**config.mk**
```make
export PLATFORM = sky130hd
export DESIGN_NAME = sevenseg_scan_flat
export DESIGN_NICKNAME = d
export VERILOG_FILES = /design/src/rtl/sevenseg_scan_if.sv /design/src/rtl/sevenseg_scan.sv /design/src/flat_wrapper.sv
export SDC_FILE = /design/constraint.sdc
export NUM_CORES = 1
export LEC_CHECK = 0
export ABC_AREA = 1
export CAP_MARGIN = 10
export CORE_UTILIZATION = 52
export DETAILED_ROUTE_END_ITERATION = 16
export PLACE_DENSITY_LB_ADDON = 0.2
export SYNTH_ARGS = -nofsm -noshare
export SYNTH_HDL_FRONTEND = slang
export SYNTH_SLANG_ARGS = --single-unit
```
**constraint.sdc**
```tcl
create_clock -name clk -period 2.97 [get_ports clk]
set_input_delay 0.4455 -clock clk [delete_from_list [all_inputs] [get_ports clk]]
set_output_delay 0.4455 -clock clk [all_outputs]
set_load 0.005 [all_outputs]
```
**src/rtl/sevenseg_scan_if.sv**
```systemverilog
// Converter-to-display bus: BCD digits with a ready flag in, anode/segment drive and frame pulse out.
// Latency: none (wires only); timing is owned by the scanner behind the slave modport.
// Backpressure: none; the scanner samples digits only on its own frame boundary.
interface sevenseg_scan_if;
  logic       ready;
  logic [3:0] A;
  logic [3:0] B;
  logic [3:0] C;
  logic [3:0] D;
  logic [3:0] an;
  logic [6:0] seg;
  logic       frame;

  // Converter / stimulus side
  modport master (output ready, A, B, C, D, input an, seg, frame);
  // Display scanner side
  modport slave  (input ready, A, B, C, D, output an, seg, frame);
endinterface

```
**src/rtl/sevenseg_scan.sv**
```systemverilog
// Purpose: latch BCD digits at frame boundaries and time-multiplex them onto a 4-digit common-anode display.
// Latency: an/seg/frame are registered, 1 cycle behind the slot counter and shadow state.
// Backpressure: none; digits are sampled only on the frame-boundary cycle when ready is high, else ignored.
// Optional: define SEVENSEG_LEADING_ZERO_BLANK_EN to suppress leading zeros in slots A..C.
module sevenseg_scan #(
  parameter int REFRESH_COUNT = 2000, // cycles per digit slot, >= 2
  parameter int BLANK_CYCLES  = 16,   // dark cycles at slot start, < REFRESH_COUNT
  parameter int CNT_WIDTH     = 11    // must hold REFRESH_COUNT-1
) (
  input logic            clk,
  input logic            rst,
  sevenseg_scan_if.slave bus
);

  localparam logic [CNT_WIDTH-1:0] CNT_MAX   = CNT_WIDTH'(REFRESH_COUNT - 1);
  localparam logic [CNT_WIDTH-1:0] BLANK_LIM = CNT_WIDTH'(BLANK_CYCLES);

  logic [CNT_WIDTH-1:0] cnt_q, cnt_d;
  logic [1:0]           sel_q, sel_d;
  // shadow_q[0] = A (thousands) ... shadow_q[3] = D (units), indexed by sel
  logic [3:0][3:0]      shadow_q, shadow_d;
  logic                 valid_q, valid_d;
  logic [3:0]           an_q, an_d;
  logic [6:0]           seg_q, seg_d;
  logic                 frame_q, frame_d;

  logic                 cnt_wrap;
  logic                 boundary;
  logic                 lz_blank;

  // Active-low {a,b,c,d,e,f,g}; non-BCD codes show a lone dash on g.
  function automatic logic [6:0] decode(input logic [3:0] dig);
    logic [6:0] s;
    case (dig)
      4'd0:    s = 7'b0000001;
      4'd1:    s = 7'b1001111;
      4'd2:    s = 7'b0010010;
      4'd3:    s = 7'b0000110;
      4'd4:    s = 7'b1001100;
      4'd5:    s = 7'b0100100;
      4'd6:    s = 7'b0100000;
      4'd7:    s = 7'b0001111;
      4'd8:    s = 7'b0000000;
      4'd9:    s = 7'b0000100;
      default: s = 7'b1111110;
    endcase
    return s;
  endfunction

  // Leading-zero suppression: a slot goes dark when it and every slot to its left hold zero;
  // the units digit always shows so a value of zero still reads "0".
  always_comb begin
    lz_blank = 1'b0;
`ifdef SEVENSEG_LEADING_ZERO_BLANK_EN
    case (sel_q)
      2'd0:    lz_blank = (shadow_q[0] == 4'd0);
      2'd1:    lz_blank = (shadow_q[0] == 4'd0) && (shadow_q[1] == 4'd0);
      2'd2:    lz_blank = (shadow_q[0] == 4'd0) && (shadow_q[1] == 4'd0) &&
                          (shadow_q[2] == 4'd0);
      default: lz_blank = 1'b0;
    endcase
`endif
  end

  // Slot counter, frame-synchronous shadow load and registered output selection.
  always_comb begin
    cnt_wrap = (cnt_q == CNT_MAX);
    boundary = cnt_wrap && (sel_q == 2'd3);

    cnt_d    = cnt_wrap ? '0 : cnt_q + CNT_WIDTH'(1);
    sel_d    = cnt_wrap ? sel_q + 2'd1 : sel_q;

    // Only the last cycle of slot D may load new digits, so a frame never mixes two digit sets.
    shadow_d = shadow_q;
    valid_d  = valid_q;
    if (boundary && bus.ready) begin
      shadow_d = {bus.D, bus.C, bus.B, bus.A};
      valid_d  = 1'b1;
    end

    frame_d  = boundary;

    // Dead time at the start of each slot lets the previous anode turn off before new segments drive.
    an_d     = 4'b1111;
    seg_d    = 7'b1111111;
    if (valid_q && (cnt_q >= BLANK_LIM) && !lz_blank) begin
      an_d  = ~(4'b1000 >> sel_q);
      seg_d = decode(shadow_q[sel_q]);
    end
  end

  // State and output registers with synchronous reset to a dark display.
  always_ff @(posedge clk) begin
    if (rst) begin
      cnt_q    <= '0;
      sel_q    <= 2'd0;
      shadow_q <= '0;
      valid_q  <= 1'b0;
      an_q     <= 4'b1111;
      seg_q    <= 7'b1111111;
      frame_q  <= 1'b0;
    end else begin
      cnt_q    <= cnt_d;
      sel_q    <= sel_d;
      shadow_q <= shadow_d;
      valid_q  <= valid_d;
      an_q     <= an_d;
      seg_q    <= seg_d;
      frame_q  <= frame_d;
    end
  end

  assign bus.an    = an_q;
  assign bus.seg   = seg_q;
  assign bus.frame = frame_q;

endmodule

```
**src/flat_wrapper.sv**
```systemverilog
// flat-port wrapper written by rule: the top's interface ports become plain ports
module sevenseg_scan_flat 
#(
  parameter int REFRESH_COUNT = 2000,                               
  parameter int BLANK_CYCLES  = 16,                                                
  parameter int CNT_WIDTH     = 11                                
)
  (clk, rst, bus_ready, bus_A, bus_B, bus_C, bus_D, bus_an, bus_seg, bus_frame);
  sevenseg_scan_if bus_i ();
  input logic clk;
  input logic rst;
  input wire logic [$bits(bus_i.ready)-1:0] bus_ready;
  input wire logic [$bits(bus_i.A)-1:0] bus_A;
  input wire logic [$bits(bus_i.B)-1:0] bus_B;
  input wire logic [$bits(bus_i.C)-1:0] bus_C;
  input wire logic [$bits(bus_i.D)-1:0] bus_D;
  output wire logic [$bits(bus_i.an)-1:0] bus_an;
  output wire logic [$bits(bus_i.seg)-1:0] bus_seg;
  output wire logic [$bits(bus_i.frame)-1:0] bus_frame;
  assign bus_i.ready = bus_ready;
  assign bus_i.A = bus_A;
  assign bus_i.B = bus_B;
  assign bus_i.C = bus_C;
  assign bus_i.D = bus_D;
  assign bus_an = bus_i.an;
  assign bus_seg = bus_i.seg;
  assign bus_frame = bus_i.frame;
  sevenseg_scan #(.REFRESH_COUNT(REFRESH_COUNT), .BLANK_CYCLES(BLANK_CYCLES), .CNT_WIDTH(CNT_WIDTH)) u_core (.clk(clk), .rst(rst), .bus(bus_i));
endmodule
```
==> run summary <==
Die X -> 66.43 um
Post-synth cell types -> 23
Switching share of power -> 0.2161
Die area -> 4412 um^2
CP startpoint kind -> flip-flop
DR DRC count -> 2
Sw Pwr -> 215.6 uW
CP max FO -> 13
Cell taking the most area after synthesis -> dfxtp_1
Clock transition at path regs -> 0.08 ns
Clock root cell -> clkbuf_8
Status -> finished with violations
Met2 wire length -> 1.699 mm
Peak VDD IR -> 0.2369 mV
Final worst slack -> 0.9999 ns
Clock Path Buffers -> 2
Initial antenna violation count -> 0
HPWL Detailed -> 2.738 mm
GP Congestion -> 0.7742
Utilization after layout -> 0.6406
Register area -> 840.8 um^2
Max Clock Freq -> 507.6 MHz
Worst Skew -> 0.007115 ns
Starting Density -> 0.5396
Logic pwr share -> 0.051
FF+latch count, synth -> 42
Most common cell after layout, fill and taps aside -> nand2_1
Seq/Total Area, Yosys -> 0.3896
Post-Synthesis Cells -> 314
Most frequent cells in the layout -> 73 x nand2_1, 67 x inv_1, 42 x dfxtp_1
Vias in the first global route -> 1630
Final hold slack -> 0.4657 ns
Drt initial violations -> 78
Finished Cell Area -> 2562 um^2
Internal power -> 782.2 uW
RSZ-0062 raised after global routing -> no
Total power -> 997.8 uW
Port bufs -> 30
Ratio of cells with drive above 1 in the final layout -> 0.06977
Final net count -> 374
Uppermost routed layer -> met4
Remaining antenna violation count -> 0
Clock Power Share -> 0.379
CTS H-tree depth -> 2
Core area -> 4000 um^2
Setup crit end kind -> flip-flop
Tightest Pin Transition -> 0.5941 ns
Fin. max-slew vios -> 0
Post-synthesis net count -> 345
GRT Overall Usage -> 0.2127
Ant diodes -> 0
Max_slew headroom -> 0.6027
DRT Pass-1 Iters -> 10
Global-route wire length before repair -> 7.169 mm
Routed length per instance -> 9.792 um
Overall routed net length -> 3.858 mm
# clock sinks -> 42
P&R area growth vs syn -> 18.72%
Average size of a mapped cell -> 6.874 um^2
Via density -> 4.668
CTS tree -> done
Worst Path Arrival -> 2.14 ns
Cts hold-fix bufs -> 0
Crit Path Category -> reg2reg
Worst Hold Class -> reg2reg
Final period util -> 0.6633
Sequential Power Share -> 0.570
Final Hold Vio Count -> 0
Yosys warning count -> 0
Lkg Pwr -> 1.126 nW
Met3 wire length -> 171 um
Total grt overflow -> 0
Post-Synthesis Cell Area -> 2158 um^2
Setup TNS -> 0 ns
Cts bufs inserted -> 5
Top-area cell type share of the netlist area -> 0.3896
Worst-Skew Late Latency -> 0.30 ns
Top cells by area, synth -> dfxtp_1 39%, nand2_1 13%, inv_1 12%
Final setup fails -> 0
Pwr/cell area -> 389.4 nW/um^2
Crit path time final -> 1.970 ns
Met1 WL -> 1.895 mm
Die H -> 66.43 um
Dpl cells -> 386
Post-CTS sizing -> 0
Max cap viols -> 0
Final non-filler cell total -> 394
Violated checks -> DRC
Postcts setup bufs -> 0
Setup WS pre-CTS -> 0.9940 ns
Largest net degree at the start of global routing -> 22
Row count -> 23
FILL cells -> 366
Routed vias -> 1839
CP Data Required Time -> 3.14 ns
Multi-input gate area -> 993.5 um^2
# IOs -> 31
Placed Area -> 2471 um^2
## layer usage
| layer | track usage | vias up |
|---|---|---|
| met5 | 0 | - |
| met4 | 0.1090 | 0 |
| met3 | 0.05172 | 9 |
| met2 | 0.3253 | 47 |
| met1 | 0.2752 | 775 |
| li1 | - | 1008 |
## cells in the mapped netlist
| cell type | number |
|---|---|
| a21oi_1 | 9 |
| buf_1 | 1 |
| buf_2 | 4 |
| buf_6 | 3 |
| clkbuf_1 | 2 |
| clkinv_1 | 1 |
| dfxtp_1 | 42 |
| ha_1 | 12 |
| inv_1 | 67 |
| inv_2 | 1 |
| nand2_1 | 73 |
| nand2_2 | 11 |
| nand3_1 | 22 |
| nand3_4 | 1 |
| nand3b_1 | 1 |
| nand4_1 | 17 |
| nor2_1 | 33 |
| nor2_4 | 2 |
| nor3_1 | 3 |
| nor3b_1 | 2 |
| o211ai_1 | 1 |
| o21ai_0 | 5 |
| o21ai_1 | 1 |
## cells by family (layout without fill, tap and decap cells)
kind of cell    count (synthesis)  after routing  share of synthesized area
simple gates                  165            165                     0.3525
buf+inv                        79            109                     0.1501
flops                          42             42                     0.3896
compound gates                 16             16                    0.03826
fa+ha+maj                      12             12                    0.06956
## worst paths after layout
check                        start           endpoint  slack [ns]  depth (start not counted)
hold reg to reg   u_core.cnt_q[10]   u_core.cnt_q[10]        0.47                          2
setup reg to reg   u_core.sel_q[0]  u_core.bus.seg[1]         1.0                          9
hold / removal    u_core.cnt_q[10]   u_core.cnt_q[10]        0.47                          2
setup / recovery   u_core.sel_q[0]  u_core.bus.seg[1]         1.0                          9
## cell type report
cell class                      instances  share of cell area
Clock inverter                          1            0.001953
Sequential cell                        42              0.3281
Tap cell                               50             0.02441
Multi-Input combinational cell        193              0.3877
Clock buffer                            7             0.03369
Inverter                               69              0.1011
Timing Repair Buffer                   32              0.1230
## flip-flops by register name, indices dropped and copies added (netlist names)
register / cells
u_core.bus.frame: 1
u_core.sel_q: 2
u_core.bus.seg: 7
u_core.cnt_q: 11
u_core.valid_q: 1
u_core.shadow_q: 16
u_core.bus.an: 4
## power groups by stage
stage | registers, mW | clock network, mW | logic (mW)
2_1_floorplan | 0.581 | 0 | 0.0233
3_3_place_gp | 0.582 | 0 | 0.0508
3_5_place_dp | 0.582 | 0 | 0.0513
4_1_cts | 0.569 | 0.393 | 0.0514
5_1_grt | 0.570 | 0.413 | 0.0587
6_report | 0.569 | 0.378 | 0.0508
## critical path, stage by stage, from the launching register on
cell	delay, ns
dfxtp_1	0.60
inv_2	0.20
nand2_1	0.11
nand3_1	0.08
nand2_1	0.23
inv_1	0.10
ha_1	0.20
nand3b_1	0.17
nand3_1	0.10
nand2_1	0.06
(Power assumes the default switching activity.)
